`config.mk`:
```
export PLATFORM = sky130hd
export DESIGN_NAME = fp_addsub_pipe
export DESIGN_NICKNAME = d
export VERILOG_FILES = /design/src/rtl/fp_addsub_pipe.sv
export SDC_FILE = /design/constraint.sdc
export NUM_CORES = 1
export LEC_CHECK = 0
export BUFFER_PORTS_ARGS = -buffer_cell sky130_fd_sc_hd__buf_4
export CAP_MARGIN = 20
export CELL_PAD_IN_SITES_DETAIL_PLACEMENT = 1
export CELL_PAD_IN_SITES_GLOBAL_PLACEMENT = 1
export CORE_ASPECT_RATIO = 0.7
export CORE_MARGIN = 1
export CORE_UTILIZATION = 35
export DETAILED_ROUTE_END_ITERATION = 10
export MAX_ROUTING_LAYER = met4
export PLACE_DENSITY_LB_ADDON = 0.1
export RECOVER_POWER = 50
export SKIP_LAST_GASP = 1
export SYNTH_ARGS = -nofsm -noshare
export SYNTH_HDL_FRONTEND = slang
export SYNTH_SLANG_ARGS = --single-unit
```
`constraint.sdc`:
```
create_clock -name clk -period 9.53 [get_ports clk]
set_clock_uncertainty 0.15 [all_clocks]
set_input_delay 0.953 -clock clk [delete_from_list [all_inputs] [get_ports clk]]
set_output_delay 0.953 -clock clk [all_outputs]
set_load 0.02 [all_outputs]
```
`src/rtl/fp_addsub_pipe.sv`:
```
// Pipelined IEEE-754 add/subtract: 4 stages, result valid 4 edges after acceptance, 1 op/cycle.
// A single advance (~out_valid | out_ready) freezes every stage while the consumer stalls.
module fp_addsub_pipe #(
  parameter int EXP_W = 8,
  parameter int MAN_W = 23,
  localparam int W = 1 + EXP_W + MAN_W
) (
  input  logic         clk,
  input  logic         rst_n,
  input  logic         in_valid,
  output logic         in_ready,
  input  logic [W-1:0] a,
  input  logic [W-1:0] b,
  input  logic         sub,
  output logic         out_valid,
  input  logic         out_ready,
  output logic [W-1:0] result,
  output logic [2:0]   flags
);
  localparam int MW  = MAN_W + 4;
  localparam int EW2 = EXP_W + 2;
  localparam logic [EXP_W-1:0] EMAX = '1;

  logic w_adv;
  assign w_adv    = ~out_valid | out_ready;
  assign in_ready = w_adv;

  logic             r1_vld, r1_sub;
  logic [W-1:0]     r1_a, r1_b;
  logic [EXP_W-1:0] w_ea, w_eb;
  logic [MAN_W-1:0] w_fa, w_fb;
  logic             w_sa, w_sb, w_a_inf, w_b_inf, w_a_nan, w_b_nan, w_nan;
  logic [W-1:0]     w_spc_val;

  assign w_ea    = r1_a[W-2:MAN_W];
  assign w_eb    = r1_b[W-2:MAN_W];
  assign w_fa    = r1_a[MAN_W-1:0];
  assign w_fb    = r1_b[MAN_W-1:0];
  assign w_sa    = r1_a[W-1];
  assign w_sb    = r1_b[W-1] ^ r1_sub;
  assign w_a_inf = (w_ea == EMAX) && (w_fa == '0);
  assign w_b_inf = (w_eb == EMAX) && (w_fb == '0);
  assign w_a_nan = (w_ea == EMAX) && (w_fa != '0);
  assign w_b_nan = (w_eb == EMAX) && (w_fb != '0);
  assign w_nan   = w_a_nan | w_b_nan | (w_a_inf & w_b_inf & (w_sa != w_sb));
  assign w_spc_val = w_nan   ? {1'b0, EMAX, 1'b1, {(MAN_W-1){1'b0}}} :
                     w_a_inf ? {w_sa, EMAX, {MAN_W{1'b0}}} :
                               {w_sb, EMAX, {MAN_W{1'b0}}};

  logic             r2_vld, r2_sa, r2_sb, r2_spc, r2_inv;
  logic [EXP_W-1:0] r2_xa, r2_xb;
  logic [MAN_W:0]   r2_ma, r2_mb;
  logic [W-1:0]     r2_spc_val;

  // Magnitude order on {exp, mant} is exact because subnormals carry exp 1, hidden 0.
  logic             w_swap, w_sx, w_sy;
  logic [EXP_W-1:0] w_ex, w_ey;
  logic [MAN_W:0]   w_mx, w_my;
  logic [EXP_W:0]   w_diff;
  logic [31:0]      w_shamt;
  logic [2*MW-1:0]  w_wide;
  logic [MW-1:0]    w_my_sh;

  assign w_swap  = {r2_xb, r2_mb} > {r2_xa, r2_ma};
  assign w_ex    = w_swap ? r2_xb : r2_xa;
  assign w_ey    = w_swap ? r2_xa : r2_xb;
  assign w_mx    = w_swap ? r2_mb : r2_ma;
  assign w_my    = w_swap ? r2_ma : r2_mb;
  assign w_sx    = w_swap ? r2_sb : r2_sa;
  assign w_sy    = w_swap ? r2_sa : r2_sb;
  assign w_diff  = {1'b0, w_ex} - {1'b0, w_ey};
  assign w_shamt = (32'(w_diff) > 32'(MW - 1)) ? 32'(MW - 1) : 32'(w_diff);
  assign w_wide  = {w_my, 3'b000, {MW{1'b0}}} >> w_shamt;
  assign w_my_sh = {w_wide[2*MW-1:MW+1], w_wide[MW] | (|w_wide[MW-1:0])};

  logic             r3_vld, r3_sign, r3_zsign, r3_eff_sub, r3_spc, r3_inv;
  logic [EXP_W-1:0] r3_ex;
  logic [MW-1:0]    r3_mx, r3_my;
  logic [W-1:0]     r3_spc_val;
  logic [MW:0]      w_sum;

  assign w_sum = r3_eff_sub ? ({1'b0, r3_mx} - {1'b0, r3_my})
                            : ({1'b0, r3_mx} + {1'b0, r3_my});

  logic             r4_vld, r4_sign, r4_zsign, r4_spc, r4_inv;
  logic [EXP_W-1:0] r4_ex;
  logic [MW:0]      r4_sum;
  logic [W-1:0]     r4_spc_val;

  int               w_lz, w_sh;
  logic [MW-1:0]    w_m;
  logic [EW2-1:0]   w_e;
  logic [MAN_W+1:0] w_rnd;
  logic             w_inx, w_up;
  logic [W-1:0]     w_res;
  logic [2:0]       w_flg;

  always_comb begin
    w_lz  = MW;
    w_sh  = 0;
    w_m   = '0;
    w_e   = '0;
    w_rnd = '0;
    w_inx = 1'b0;
    w_up  = 1'b0;
    w_res = '0;
    w_flg = '0;
    for (int i = 0; i < MW; i++)
      if (r4_sum[i]) w_lz = MW - 1 - i;
    if (r4_sum[MW]) begin
      w_m = r4_sum[MW:1] | MW'(r4_sum[0]);
      w_e = EW2'(r4_ex) + EW2'(1);
    end else begin
      // Left shift stops at exponent 1 so underflowing results come out subnormal.
      w_sh = (w_lz < int'(r4_ex) - 1) ? w_lz : int'(r4_ex) - 1;
      w_m  = r4_sum[MW-1:0] << w_sh;
      w_e  = EW2'(r4_ex) - EW2'(w_sh);
    end
    w_inx = |w_m[2:0];
    w_up  = w_m[2] & (w_m[1] | w_m[0] | w_m[3]);
    w_rnd = {1'b0, w_m[MW-1:3]} + (MAN_W+2)'(w_up);
    if (w_rnd[MAN_W+1]) begin
      w_rnd = w_rnd >> 1;
      w_e   = w_e + EW2'(1);
    end
    if (r4_spc) begin
      w_res = r4_spc_val;
      w_flg = {r4_inv, 2'b00};
    end else if (w_e >= EW2'(EMAX)) begin
      w_res = {r4_sign, EMAX, {MAN_W{1'b0}}};
      w_flg = 3'b011;
    end else begin
      w_res = {(r4_sum == '0) ? r4_zsign : r4_sign,
               w_rnd[MAN_W] ? w_e[EXP_W-1:0] : {EXP_W{1'b0}},
               w_rnd[MAN_W-1:0]};
      w_flg = {2'b00, w_inx};
    end
  end

  always_ff @(posedge clk or negedge rst_n) begin
    if (!rst_n) begin
      r1_vld    <= 1'b0;
      r2_vld    <= 1'b0;
      r3_vld    <= 1'b0;
      r4_vld    <= 1'b0;
      out_valid <= 1'b0;
      result    <= '0;
      flags     <= '0;
    end else if (w_adv) begin
      r1_vld    <= in_valid;
      r2_vld    <= r1_vld;
      r3_vld    <= r2_vld;
      r4_vld    <= r3_vld;
      out_valid <= r4_vld;
      result    <= r4_vld ? w_res : '0;
      flags     <= r4_vld ? w_flg : '0;
    end
  end

  always_ff @(posedge clk) begin
    if (w_adv) begin
      r1_a       <= a;
      r1_b       <= b;
      r1_sub     <= sub;
      r2_sa      <= w_sa;
      r2_sb      <= w_sb;
      r2_xa      <= (w_ea == '0) ? EXP_W'(1) : w_ea;
      r2_xb      <= (w_eb == '0) ? EXP_W'(1) : w_eb;
      r2_ma      <= {w_ea != '0, w_fa};
      r2_mb      <= {w_eb != '0, w_fb};
      r2_spc     <= w_nan | w_a_inf | w_b_inf;
      r2_inv     <= w_nan;
      r2_spc_val <= w_spc_val;
      r3_sign    <= w_sx;
      r3_zsign   <= r2_sa & r2_sb;
      r3_eff_sub <= w_sx ^ w_sy;
      r3_ex      <= w_ex;
      r3_mx      <= {w_mx, 3'b000};
      r3_my      <= w_my_sh;
      r3_spc     <= r2_spc;
      r3_inv     <= r2_inv;
      r3_spc_val <= r2_spc_val;
      r4_sign    <= r3_sign;
      r4_zsign   <= r3_zsign;
      r4_ex      <= r3_ex;
      r4_sum     <= w_sum;
      r4_spc     <= r3_spc;
      r4_inv     <= r3_inv;
      r4_spc_val <= r3_spc_val;
    end
  end
endmodule
```
==> qor.csv <==
stage;metric;value;unit
status;status;finished, violations left;
status;violations;capacitance limit, slew limit;
layout;nFillCells;6005;
sta;fmax;114;MHz
route;ant_nets;0;
worst_hold_path;hold_class;flop to flop;
worst_setup_path;cp_max_fo;20;
route;vias;15800;
route;drtPass1Iterations;5;
worst_setup_path;start_kind;flop;
route;routed_wl;63.6;mm
global_routing;grt.met2_usage;32.0;%
route;drc;0;
sta;maxSlewHeadroom;-55.2;%
worst_setup_path;crit_arrival;9.08;ns
route;drt_iter0_drc;1274;
global_routing;grt_use_total;24.0;%
clock_tree;cts_setup_buffers;0;
clock_tree;insertion_delay;0.61;ns
layout;drive_gt1_share;11.9;%
placement;port_buffers;105;
synth;syn-cell-area;18800;sq um
synth;yosysWarnings;0;
synth;synth_edf_count;243;
placement;dp_hpwl;49.5;mm
sta;finalSetupViolations;0;
clock_tree;cts_tree;built;
worst_setup_path;worstPathRequired;9.87;ns
synth;mappedNetlistNets;2134;
clock_tree;hold_buffers;0;
synth;synthTopCellsByArea;edfxtp_1 (39%), ha_1 (6.5%), dfrtp_1 (5.3%);
layout;area_delta_synth_final;13.6;%
layout;final_nets;2207;
synth;synth_cell_types;90;
die;dieWidth;279;um
layout;utilization;40.6;%
global_routing;overflow;0;
synth;synth_seq_cells;283;
synth;synth_flop_cell;edfxtp_1;
die;dieHeight;196;um
clock_tree;htree_levels;1;
worst_setup_path;cp_top_family;simple AND/OR/NAND/NOR gates;
global_routing;use_met3;2.77;%
layout;n_antenna_cell;0;
sta;worst_pin_slew;2.33;ns
global_routing;antenna_found_initial;0;
global_routing;grt_pass1_wl;98.8;mm
die;io_pins;106;
clock_tree;post_cts_resize_count;0;
worst_setup_path;worstSetupPathType;flop to flop;
synth;yosysTopAreaCell;edfxtp_1;
route;wl_per_cell;22.9;um
die;coreArea;52600;sq um
sta;grt_setup_unrepaired;false;
sta;period_share;91.7;%
synth;ys_seq_area_share;44.1;%
placement;globalplace.congestion;0.946;
global_routing;grt_max_degree;124;
synth;async_reset_ff_share;14.1;%
sta;period_minus_slack;8.74;ns
job;cap_violations;2;
synth;synthCells;1966;
worst_setup_path;cp_slowest_cell;nor4_1;
clock_tree;numCtsBuffers;31;
sta;slew_violations;83;
worst_setup_path;worstSetupEndpointType;flop;
clock_tree;cts.sinks;283;
synth;syn-mean-instance-area;9.57;sq um
route;vias_per_cell;5.66;
global_routing;busiest_layer;met1;
clock_tree;root_buffer;clkbuf_16;
clock_tree;cts_buffer_depth;3;
global_routing;use_met1;38.5;%
worst_setup_path;critPathMaxStageDelay;0.68;ns
synth;synth_top_cell_area_share;38.8;%
clock_tree;clk_transition_reported_paths;0.06;ns
die;die_area;54700;sq um
global_routing;grt_pass1_vias;15800;
die;core.rowCount;70;
worst_setup_path;cp_num_buf_inv;4;
sta;hold_viol_final;0;
die;initial_utilization;35.7;%
sta;fin_setup_tns;0;ns
-- cells by family (layout without fill, tap and decap cells) --
group | count (synthesis) | in the layout | share of synthesized area [%]
fa+ha+maj | 99 | 99 | 6.67
simple gates | 670 | 670 | 16.8
flops | 283 | 283 | 44.1
buf+inv | 212 | 308 | 4.41
xor+xnor | 66 | 66 | 3.11
compound gates | 529 | 529 | 18.5
mux | 107 | 107 | 6.33
-- path summary, 6_finish.rpt --
check	startpoint	to	slack (ns)	depth (start not counted)
setup / recovery	r4_sum[20]$_DFFE_PP_	result[21]$_DFFE_PN0P_	0.79	27
hold / removal	r3_ex[1]$_DFFE_PP_	r4_ex[1]$_DFFE_PP_	0.27	0
setup reg to reg	r4_sum[20]$_DFFE_PP_	result[21]$_DFFE_PN0P_	0.79	27
hold reg to reg	r3_ex[1]$_DFFE_PP_	r4_ex[1]$_DFFE_PP_	0.27	0
max in group asynchronous	rst_n	r4_vld$_DFFE_PN0P_	7.00	1
min in group asynchronous	rst_n	result[10]$_DFFE_PN0P_	0.88	1
-- through the flow --
stage	worst slack (ns)	cells	cell area, sq um	hold WS [ns]
2_1_floorplan	2.66	1966	18800	0.250
3_3_place_gp	1.27	2725	20400	0.253
3_5_place_dp	1.04	2725	20400	0.256
4_1_cts	1.02	2781	21400	0.161
5_1_grt	0.451	2782	21400	0.273
6_report	0.789	2782	21400	0.268
-- registers in the layout (all words and copies together), names as in the netlist, 2 cells and up --
name        flops
flags           3
r1_a           32
r1_b           32
r2_ma          24
r2_mb          24
r2_spc_val      2
r2_xa           8
r2_xb           8
r3_ex           8
r3_mx          24
r3_my          27
r3_spc_val      2
r4_ex           8
r4_spc_val      2
r4_sum         28
result         32
-- area by class of cell --
cell class,count,area (sq um),share of cell area (%)
Clock inverter,19,193,0.902
Tap cell,720,901,4.22
Multi-Input combinational cell,1471,9700,45.4
Timing Repair Buffer,140,1060,4.94
Sequential cell,283,8300,38.8
Inverter,112,428,2.00
Clock buffer,37,798,3.74
-- metal layers --
| metal | vias to the layer above | share of wire, % |
|---|---|---|
| met4 | 0 | 1.4 |
| met5 | - | 0 |
| met1 | 7873 | 54 |
| li1 | 7433 | - |
| met3 | 58 | 5.0 |
| met2 | 388 | 39 |
-- synth_stat cells (7+ instances only) --
| library cell | number |
|---|---|
| edfxtp_1 | 243 |
| nand2_1 | 233 |
| nor2_1 | 171 |
| a21oi_1 | 131 |
| o21ai_0 | 122 |
| inv_1 | 107 |
| ha_1 | 97 |
| mux2i_1 | 83 |
| clkbuf_1 | 78 |
| nand3_1 | 48 |
| nor3_1 | 45 |
| xnor2_1 | 43 |
| dfrtp_1 | 40 |
| nor4_1 | 30 |
| o21bai_1 | 28 |
| a21boi_0 | 24 |
| a22o_1 | 24 |
| nand4_1 | 23 |
| xor2_1 | 22 |
| nand2b_1 | 21 |
| a211oi_1 | 20 |
| o22ai_1 | 17 |
| mux2_2 | 16 |
| or3_1 | 15 |
| a21o_1 | 14 |
| nor2b_1 | 14 |
| o211ai_1 | 14 |
| o31ai_1 | 14 |
| a2bb2oi_1 | 13 |
| and3_1 | 13 |
| a31oi_1 | 12 |
| or2_2 | 11 |
| buf_1 | 9 |
| buf_2 | 9 |
| mux4_2 | 8 |
| o21ai_1 | 8 |
| a22oi_1 | 7 |
| and2_1 | 7 |
| o2111ai_1 | 7 |
| o221ai_1 | 7 |
-- placed cells by master (no fill, tap or decap), drive strengths merged, types with 24 or more instances in the layout --
cell	Yosys	layout
edfxtp	243	243
nor4	31	31
mux2i	83	83
buf	22	72
a22o	24	24
nor2	172	172
ha	97	97
xnor2	44	44
a21oi	132	132
clkbuf	78	105
nor3	45	45
a21boi	24	24
nand2	233	233
inv	112	113
o21bai	28	28
o21ai	130	130
nand3	48	48
dfrtp	40	40
Power is not shown: default switching activity piles up to over one toggle a cycle in this logic, so the estimate is an artifact.
